## config.mk

```make
export PLATFORM = sky130hd
export DESIGN_NAME = string_accel_avalon
export DESIGN_NICKNAME = d
export VERILOG_FILES = /design/src/rtl/string_accel_avalon.sv
export SDC_FILE = /design/constraint.sdc
export NUM_CORES = 1
export LEC_CHECK = 0
export BUFFER_PORTS_ARGS = -buffer_cell sky130_fd_sc_hd__buf_2
export CORE_ASPECT_RATIO = 0.5
export CORE_UTILIZATION = 40
export CTS_CLUSTER_DIAMETER = 80
export CTS_CLUSTER_SIZE = 14
export DETAILED_ROUTE_END_ITERATION = 6
export HOLD_SLACK_MARGIN = 0.06
export PLACE_DENSITY = 0.54
export SYNTH_ARGS = -nofsm -noshare
export SYNTH_HDL_FRONTEND = slang
export SYNTH_SLANG_ARGS = --single-unit
```

## constraint.sdc

```tcl
create_clock -name clk -period 13.2 [get_ports clk]
set_clock_uncertainty 0.05 [all_clocks]
set_input_delay 0.66 -clock clk [delete_from_list [all_inputs] [get_ports clk]]
set_output_delay 0.66 -clock clk [all_outputs]
set_load 0.1 [all_outputs]
```

## src/rtl/string_accel_avalon.sv

```systemverilog
// string_accel_avalon: Avalon-MM string accelerator running byte-wise ops over an on-chip word buffer.
// Optional feature: define STRING_ACCEL_IRQ_EN to add the irq output and the CTRL[4] irq_en bit.
module string_accel_avalon #(
    parameter int BUF_WORDS = 16,
    parameter int ADDR_W    = 5
) (
    input  logic              clk,
    input  logic              reset,
    input  logic              chipselect,
    input  logic              read,
    input  logic              write,
    input  logic [ADDR_W-1:0] address,
    input  logic [31:0]       writedata,
    output logic [31:0]       readdata
`ifdef STRING_ACCEL_IRQ_EN
    ,
    output logic              irq
`endif
);
    localparam int WW = $clog2(BUF_WORDS);
    localparam logic [2:0] OP_UPPER   = 3'd0;
    localparam logic [2:0] OP_LOWER   = 3'd1;
    localparam logic [2:0] OP_STRLEN  = 3'd2;
    localparam logic [2:0] OP_FIND    = 3'd3;
    localparam logic [2:0] OP_COUNT   = 3'd4;
    localparam logic [2:0] OP_REPLACE = 3'd5;

    typedef enum logic [1:0] {IDLE, FETCH, PROC, DONE} state_t;

    state_t        r_state;
    logic [2:0]    r_op;
    logic          r_irq_en;
    logic [15:0]   r_len;
    logic [15:0]   r_arg;
    logic [31:0]   r_result;
    logic [31:0]   r_word_data;
    logic [WW-1:0] r_word;
    logic          r_done;
    logic          r_len_err;
    logic          r_busy_wr;
    logic [31:0]   r_buf [BUF_WORDS];

    logic          w_wr;
    logic          w_rd;
    logic          w_busy;
    logic          w_buf_sel;
    logic [WW-1:0] w_buf_idx;
    logic          w_go;
    logic          w_wr_ign;
    logic          w_done_w1c;
    logic          w_last;
    logic          w_early;
    logic [31:0]   w_rdmux;
    logic [31:0]   w_new;
    logic [31:0]   w_hit_cnt;
    logic [3:0]    w_hit;
    logic [15:0]   w_hit_idx;
    logic [15:0]   w_k;
    logic [7:0]    w_byte;
    logic [7:0]    w_nb;
    logic          w_in;

    assign w_wr       = chipselect & write;
    assign w_rd       = chipselect & read;
    assign w_busy     = (r_state == FETCH) || (r_state == PROC);
    assign w_buf_sel  = (32'(address) >= 32'd8) && (32'(address) < 32'(8 + BUF_WORDS));
    assign w_buf_idx  = WW'(address - ADDR_W'(8));
    assign w_go       = w_wr && !w_busy && address == ADDR_W'(0) && writedata[0];
    assign w_wr_ign   = w_wr && w_busy && (address == ADDR_W'(0) || address == ADDR_W'(2) ||
                                           address == ADDR_W'(3) || w_buf_sel);
    assign w_done_w1c = w_wr && address == ADDR_W'(1) && writedata[1];
    assign w_last     = 16'(r_word) == ((r_len - 16'd1) >> 2);
    assign w_early    = (r_op == OP_STRLEN || r_op == OP_FIND) && (|w_hit);

    assign w_rdmux = w_buf_sel ? (w_busy ? 32'd0 : r_buf[w_buf_idx]) :
                     address == ADDR_W'(0) ? {27'd0, r_irq_en, r_op, 1'b0} :
                     address == ADDR_W'(1) ? {28'd0, r_busy_wr, r_len_err, r_done, w_busy} :
                     address == ADDR_W'(2) ? {16'd0, r_len} :
                     address == ADDR_W'(3) ? {16'd0, r_arg} :
                     address == ADDR_W'(4) ? r_result : 32'd0;

    // Evaluate all four lanes of the fetched word: transformed bytes, match flags, count and first hit
    always_comb begin
        w_new     = r_word_data;
        w_hit     = '0;
        w_hit_cnt = '0;
        w_hit_idx = '0;
        w_k       = '0;
        w_byte    = '0;
        w_nb      = '0;
        w_in      = 1'b0;
        for (int i = 0; i < 4; i++) begin
            w_k       = 16'({r_word, 2'(i)});
            w_in      = w_k < r_len;
            w_byte    = r_word_data[31-8*i -: 8];
            w_hit[i]  = w_in && (r_op == OP_STRLEN ? w_byte == 8'h00 : w_byte == r_arg[7:0]);
            w_nb      = !w_in ? w_byte :
                        (r_op == OP_UPPER && w_byte >= 8'h61 && w_byte <= 8'h7a) ? w_byte - 8'h20 :
                        (r_op == OP_LOWER && w_byte >= 8'h41 && w_byte <= 8'h5a) ? w_byte + 8'h20 :
                        (r_op == OP_REPLACE && w_hit[i]) ? r_arg[15:8] : w_byte;
            w_new[31-8*i -: 8] = w_nb;
            w_hit_cnt = w_hit_cnt + 32'(w_hit[i]);
        end
        for (int i = 3; i >= 0; i--) begin
            if (w_hit[i]) w_hit_idx = 16'({r_word, 2'(i)});
        end
    end

    // Register file, bus read data and the IDLE/FETCH/PROC/DONE engine
    always_ff @(posedge clk) begin
        if (reset) begin
            r_state     <= IDLE;
            r_op        <= '0;
            r_irq_en    <= 1'b0;
            r_len       <= '0;
            r_arg       <= '0;
            r_result    <= '0;
            r_word_data <= '0;
            r_word      <= '0;
            r_done      <= 1'b0;
            r_len_err   <= 1'b0;
            r_busy_wr   <= 1'b0;
            readdata    <= '0;
        end else begin
            if (w_rd) readdata <= w_wr ? writedata : w_rdmux;
            if (w_wr && !w_busy && address == ADDR_W'(0)) begin
                r_op <= writedata[3:1];
`ifdef STRING_ACCEL_IRQ_EN
                r_irq_en <= writedata[4];
`endif
            end
            if (w_wr && !w_busy && address == ADDR_W'(2)) r_len <= writedata[15:0];
            if (w_wr && !w_busy && address == ADDR_W'(3)) r_arg <= writedata[15:0];
            if (w_done_w1c) r_done <= 1'b0;
            if (w_wr && address == ADDR_W'(1) && writedata[3]) r_busy_wr <= 1'b0;
            if (w_wr_ign) r_busy_wr <= 1'b1;
            case (r_state)
                IDLE, DONE: begin
                    r_state <= IDLE;
                    if (w_go) begin
                        r_result  <= '0;
                        r_len_err <= 1'b0;
                        r_word    <= '0;
                        if (writedata[3:1] > OP_REPLACE || r_len > 16'(4 * BUF_WORDS)) begin
                            r_len_err <= 1'b1;
                            r_done    <= 1'b1;
                            r_state   <= DONE;
                        end else if (r_len == 16'd0) begin
                            r_result <= writedata[3:1] == OP_FIND ? '1 : '0;
                            r_done   <= 1'b1;
                            r_state  <= DONE;
                        end else begin
                            r_state <= FETCH;
                        end
                    end
                end
                FETCH: begin
                    r_word_data <= r_buf[r_word];
                    r_state     <= PROC;
                end
                PROC: begin
                    r_result <= w_early ? 32'(w_hit_idx) :
                                (w_last && r_op == OP_STRLEN) ? 32'(r_len) :
                                (w_last && r_op == OP_FIND) ? '1 :
                                (r_op == OP_COUNT || r_op == OP_REPLACE) ? r_result + w_hit_cnt : r_result;
                    r_word   <= r_word + WW'(1);
                    r_state  <= (w_early || w_last) ? DONE : FETCH;
                    if (w_early || w_last) r_done <= 1'b1;
                end
                default: r_state <= IDLE;
            endcase
        end
    end

    // Buffer storage: engine write-back while processing, bus writes otherwise; contents survive reset
    always_ff @(posedge clk) begin
        if (!reset && r_state == PROC) r_buf[r_word] <= w_new;
        else if (!reset && w_wr && !w_busy && w_buf_sel) r_buf[w_buf_idx] <= writedata;
    end

`ifdef STRING_ACCEL_IRQ_EN
    // Interrupt follows done one cycle later and drops together with the done clear
    always_ff @(posedge clk) begin
        if (reset) irq <= 1'b0;
        else irq <= r_done & r_irq_en & ~w_done_w1c;
    end
`endif
endmodule

```

Word-level counts from Yosys, hierarchy flattened
Memory sizes are Yosys's and may differ from the RTL's. A register that Yosys moved wholly into a read port is not among the register bits.
Index checks and enable logic that the tools add are counted.
{"block": "word_totals", "regBits": 108, "mem_bits_rw": 512, "word_cells": 205, "memories": 1}
{"block": "classes", "n_addsub": 15, "n_lt_le_gt_ge": 24, "eq_ne": 20, "n_mux": 65, "bitwise": 2, "reduce_logical": 68}
{"memory": "r_buf", "depth": 16, "word_bits": 32, "read_ports": 2, "rd_ports_with_merged_regs": 1, "write_ports": 1, "line_no": "41", "text": "logic [31:0] r_buf [BUF_WORDS];"}
{"op": "two-way mux 32 bit", "count": 17}
{"op": "two-way mux 8 bit", "count": 16}
{"op": ">= comparator 8 x 7 -> 1 bit (second input constant)", "count": 8}
{"op": "less-or-equal comparator 8 x 7 -> 1 bit (second input constant)", "count": 8}
{"op": "< comparator 6 x 16 -> 1 bit", "count": 4}
{"op": "one-hot mux 32 bit (2 select lines)", "count": 1}
{"op": "logical AND 1 bit", "count": 42}
{"op": "adder 32 x 4 -> 32 bit", "count": 1}
{"op": "adder 8 x 6 -> 8 bit (second input constant)", "count": 4}
{"op": "equality test 8 bit", "count": 4}
{"op": "logical NOT 8 bit", "count": 4}
{"op": "two-way mux 16 bit", "count": 2}
{"op": "OR reduction 32 bit", "count": 1}
{"op": "subtractor 8 x 6 -> 8 bit (second input constant)", "count": 4}
{"op": "two-way mux 1 bit", "count": 18}
{"op": "> comparator 16 x 7 -> 1 bit (second input constant)", "count": 1}
{"op": "logical NOT 16 bit", "count": 1}
{"op": "subtractor 16 x 1 -> 16 bit (second input constant)", "count": 1}
{"op": "equality test 4 x 14 -> 1 bit", "count": 1}
{"op": "two-way mux 6 bit", "count": 2}
{"op": "equality test 5 x 2 -> 1 bit (second input constant)", "count": 2}
{"op": "equality test 3 x 2 -> 1 bit (second input constant)", "count": 3}
{"op": "logical OR 1 bit", "count": 8}
{"op": "two-way mux 2 bit", "count": 4}
{"op": "30 further kinds", "count": 37}

Longest topological paths before layout
{"block": "depth", "ltp_word": 12, "ltp_mapped": 19, "depth_no_buf": 18}

Worst setup path after synthesis
OpenSTA, ideal clock, no wires.
{"block": "synth_timing", "kind": "flip-flop to flip-flop", "startpoint": "register r_len[4]", "endpoint": "register r_result[22]", "setup_time_ns": 0.134, "arrival_time_ns": 4.142, "required_time_ns": 13.016, "setup_slack_ns": 8.874, "path_stages_with_launch": 20, "n_path_buf": 1, "synth_period_minus_slack_ns": 4.326, "cell_sequence": "dfxtp_1 > clkbuf_1 > inv_1 > ha_1 > or4bb_1 > a21oi_1 > o31a_1 > a21oi_1 > inv_1 > fa_1 > fa_1 > inv_1 > fa_1 > and3_1 > nand3_1 > or4_1 > xnor2_1 > nand2_1 > a21oi_1 > a211oi_1"}
{"block": "synth_between", "elab_chain_cells": 11}
{"element": "start: declaration", "line_no": "33", "text": "logic [15:0] r_len;"}
{"element": "start signal: assignment", "line_no": "132", "text": "if (w_wr && !w_busy && address == ADDR_W'(2)) r_len <= writedata[15:0];"}
{"element": "< comparator 6 x 16 -> 1 bit", "line_no": "94", "text": "w_in = w_k < r_len;"}
{"element": "logical AND 1 bit", "line_no": "96", "text": "w_hit[i] = w_in && (r_op == OP_STRLEN ? w_byte == 8'h00 : w_byte == r_arg[7:0]);"}
{"element": "adder 1 x 1 -> 2 bit", "line_no": "102", "text": "w_hit_cnt = w_hit_cnt + 32'(w_hit[i]);"}
{"element": "adder 2 x 1 -> 3 bit", "line_no": "102"}
{"element": "adder 3 x 1 -> 4 bit", "line_no": "102"}
{"element": "adder 32 x 4 -> 32 bit", "line_no": "165", "text": "(r_op == OP_COUNT || r_op == OP_REPLACE) ? r_result + w_hit_cnt : r_result;"}
{"element": "two-way mux 32 bit", "line_no": "165"}
{"element": "two-way mux 32 bit", "line_no": "164", "text": "(w_last && r_op == OP_FIND) ? '1 :"}
{"element": "two-way mux 32 bit", "line_no": "163", "text": "(w_last && r_op == OP_STRLEN) ? 32'(r_len) :"}
{"element": "two-way mux 32 bit", "line_no": "162", "text": "r_result <= w_early ? 32'(w_hit_idx) :"}
{"element": "one-hot mux 32 bit (2 select lines)", "line_no": "137", "text": "case (r_state)"}
{"element": "end signal: assignment", "line_no": "149", "text": "r_result <= writedata[3:1] == OP_FIND ? '1 : '0;"}
{"element": "end signal: assignment", "line_no": "162"}
{"element": "end: declaration", "line_no": "35", "text": "logic [31:0] r_result;"}
Parallel ways exist; a longest one is shown, timed or not. The select of a mux whose other input is x is not followed.
A chain may end at the register's enable or synchronous reset.

Final worst setup path
{"block": "layout_timing", "startpoint": "register r_word[0]", "endpoint": "register r_result[13]"}
{"block": "layout_between", "elab_chain_cells": 11}
{"element": "start: declaration", "line_no": "37", "text": "logic [WW-1:0] r_word;"}
{"element": "start signal: assignment", "line_no": "166", "text": "r_word <= r_word + WW'(1);"}
{"element": "< comparator 6 x 16 -> 1 bit", "line_no": "94"}
{"element": "logical AND 1 bit", "line_no": "96"}
{"element": "adder 1 x 1 -> 2 bit", "line_no": "102"}
{"element": "adder 2 x 1 -> 3 bit", "line_no": "102"}
{"element": "adder 3 x 1 -> 4 bit", "line_no": "102"}
{"element": "adder 32 x 4 -> 32 bit", "line_no": "165"}
{"element": "two-way mux 32 bit", "line_no": "165"}
{"element": "two-way mux 32 bit", "line_no": "164"}
{"element": "two-way mux 32 bit", "line_no": "163"}
{"element": "two-way mux 32 bit", "line_no": "162"}
{"element": "one-hot mux 32 bit (2 select lines)", "line_no": "137"}
Parallel ways exist; a longest one is shown, timed or not. The select of a mux whose other input is x is not followed.

==> results.md <==
- Run status: finished, final reports clean
- Antenna diode count: 0
- Post-DRT Antenna Nets: 0
- Die Ht: approximately 200 um
- Via density: 6.32
- EDFF count, synth: 512
- Worst setup EP type: flip-flop
- Yosys top cell by area: edfxtp_1
- Async S/R FF share, synth: 0%
- Pin count of the biggest net entering global routing: about 90
- Worst-Skew Late Latency: 0.66 ns
- Setup TNS: 0 ns
- Syn nets: 2266
- Slowest cell on crit path: dfxtp_4
- Die ar.: 82500 um^2
- Final setup fails: 0
- Syn. warnings: 0
- Total GRT Usage: 25.0%
- Synth unique cells: 76
- Final nets: 2281
- DRC viols: 0
- Htree depth: 2
- CP Max Fanout: 33
- WL/cell: 30.9 um
- Grt total ovfl: 0
- Max Fclk: 0.201 GHz
- Final hold vios: 0
- Hold crit path type: input pin to flip-flop
- Max Root-Sink Buffers: 3
- Path type of the worst setup path: flip-flop to flip-flop
- Most used cell, CP: a21oi_1
- Hold Slack: around 0.27 ns
- Clk root buf: clkbuf_16
- Worst-path clk slew: 0.08 ns
- Max-cap viol count: 0
- Sink Count: 652
- Simple-Gate Fraction of Synth Area: about 7.3%
- Cells after Synth: 2200
- Setup repair bufs after CTS: 0
- Synth Area in Adders: 0.993%
- Die W: about 400 um
- Layout cells sized above 1: 25.7%
- Via Count: 21000
- Main area contributors after synthesis: edfxtp_1 (47%), mux4_2 (22%), dfxtp_1 (8.6%)
- Compound-gate portion of the synthesized area: approximately 7%
- CTS Hold Bufs: 0
- Top cell type's share of synthesized area: 47.3%
- Commonest cells in the netlist: edfxtp_1 (512), mux4_2 (320), nand2_1 (153), dfxtp_1 (140), nor2_1 (135)
- CTS tree: yes
- Synthesized flop and latch total: around 650
- Worst setup SP type: flip-flop
- Largest family of logic cells by synthesized area: multiplexers
- Fillcell total: 7008
- Post-Synth XOR/XNOR Area: 1.81%
- Critical path's largest stage delay: 0.77 ns
- Worst Tran Pin Value: 1.28 ns
- Final min period: 4.96 ns
- First-pass GRT wire length: 148000 um
- Cell Area, Synth: 32500 um^2
- Mux cell area share after synthesis: 24.2%
- Pwr/cell area: 111 nW/um^2
- # IOs: 74
- Rows: 73
- Post-CTS sizing: 0
- Post-synth top flop: edfxtp_1
- Post-DP HPWL: 66200 um
- Register area share after synthesis: between 50% and 60%
- Crit path DAT: 5.41 ns
- Fin crit share: 37.6%
- Initial DRC Count: 2809
- CTS Buf Count: 52
- Core Area: 79900 um^2
- GPL Wtd Cong: 0.898
- Synth-to-Final Area Change: 9.73%
- Vias in the first global route: approximately 20000
- Starting Density: 40.7%
- Pre-antenna DRT Iters: 5
- Initial antenna violation count: 4
- Mapped Avg Cell Area: 14.8 um^2
- RSZ-0062 raised after global routing: no
- WL final: a little over 100000 um
- Most frequent cell after synthesis: edfxtp_1
- Slew headroom: 14.0%
- Cell Chain, Critical Path: ha_1 -> nand3b_1 -> a21oi_1 -> o31a_1 -> a21oi_1 -> inv_1 -> fa_1 -> fa_1 -> nor2b_1 -> o21ai_0 -> nor3_1 -> nand4_1 -> xnor2_1 -> nand2_1 -> a21oi_1 -> a211oi_2
- IO Port Bufs: 73
- Req. time, crit path: 13.64 ns
- Fin. max-slew vios: 0
- R2R Setup Slk: 8.24 ns
- Peak supply drop: 121 uV
- Leakage Power: 11.3 nW
[worst max-delay path: cells and delay by family (launching register included)]
| family | cells | cell delay [ns] |
|---|---|---|
| compound gates | 6 | 1.19 |
| xor+xnor | 1 | 0.16 |
| fa+ha+maj | 3 | 1.31 |
| buf+inv | 1 | 0.15 |
| flops | 1 | 0.77 |
| simple gates | 5 | 1.15 |
[layout make-up]
cell class	instances	area [um^2]	share of cell area, %
Tap cell	1087	1360	3.81
Multi-Input combinational cell	1306	13500	37.9
Inverter	63	236	0.663
Clock inverter	3	65.1	0.182
Clock buffer	66	1390	3.89
Timing Repair Buffer	140	903	2.53
Sequential cell	652	18200	51.0
[cell usage in the layout, fill, tap and decap left out, drive strengths merged, types with 5 or more instances in the layout]
cell / synthesis / routed
a211oi: 35 / 35
a21oi: 135 / 135
a221o: 15 / 15
a221oi: 35 / 35
a22oi: 6 / 6
a31oi: 9 / 9
and3: 7 / 7
buf: 52 / 140
clkbuf: 127 / 66
dfxtp: 140 / 140
edfxtp: 512 / 512
ha: 21 / 21
inv: 63 / 63
mux2i: 66 / 66
mux4: 320 / 320
nand2: 153 / 153
nand2b: 7 / 7
nand3: 25 / 25
nand4: 15 / 15
nor2: 135 / 135
nor2b: 40 / 40
nor3: 54 / 54
nor4: 18 / 18
o21a: 5 / 5
o21ai: 43 / 43
o22ai: 7 / 7
or2: 8 / 8
or3: 8 / 8
or4: 5 / 5
xnor2: 46 / 46
xor2: 21 / 21
[path summary, 6_finish.rpt]
check / startpoint / end / cells after the start
max: r_word[0]$_SDFFE_PP0P_ / r_result[13]$_SDFFE_PP0P_ / 16
min reg2reg: r_arg[14]$_SDFFE_PP0P_ / r_arg[14]$_SDFFE_PP0P_ / 2
max reg2reg: r_word[0]$_SDFFE_PP0P_ / r_result[13]$_SDFFE_PP0P_ / 16
min: writedata[13] / r_arg[13]$_SDFFE_PP0P_ / 3
[flip-flops by register name, summed over array words and instances, names as in the netlist, 3 cells and up]
name,flops
r_buf,512
r_result,32
r_word_data,32
readdata,32
r_arg,16
r_len,16
r_word,4
r_op,3
[metal layers]
layer	global-route usage [%]	vias up	share of wire, %
li1	-	8759	-
met1	38.1	11100	45
met2	35.6	1021	43
met3	6.41	121	10
met4	5.64	0	2.1
met5	0	-	0
[metrics by stage]
| stage | setup slack (ns) | power [mW] | util [%] | instance area, um^2 | instances |
|---|---|---|---|---|---|
| after global placement | 8.10 | 2.52 | 42.8 | 34200 | 3248 |
| after CTS | 8.25 | 3.99 | 44.6 | 35700 | 3317 |
| after floorplan | 8.87 | 2.42 | - | 32500 | 2200 |
| final | 8.24 | 3.96 | 44.6 | 35700 | 3317 |
| after global routing | 7.82 | 4.07 | 44.6 | 35700 | 3317 |
| after detailed placement | 8.01 | 2.52 | 42.8 | 34200 | 3248 |
[kinds of logic (layout without fill, tap and decap cells)]
group                      Yosys count  after routing
and+or+nand+nor                    497            497
xor gates and xnor gates            67             67
adders and majority gates           24             24
DFF                                652            652
muxes                              387            387
buffers and inverters              242            272
AOI/OAI and AO/OA                  331            331
[report_power, final]
| part | leakage [nW] | internal, mW | switching [mW] |
|---|---|---|---|
| combinational | 4.77 | 0.0880 | 0.181 |
| sequential | 5.87 | 2.20 | 0.00556 |
| clock | 0.705 | 0.734 | 0.751 |
Power figures use the tool's default switching activity.
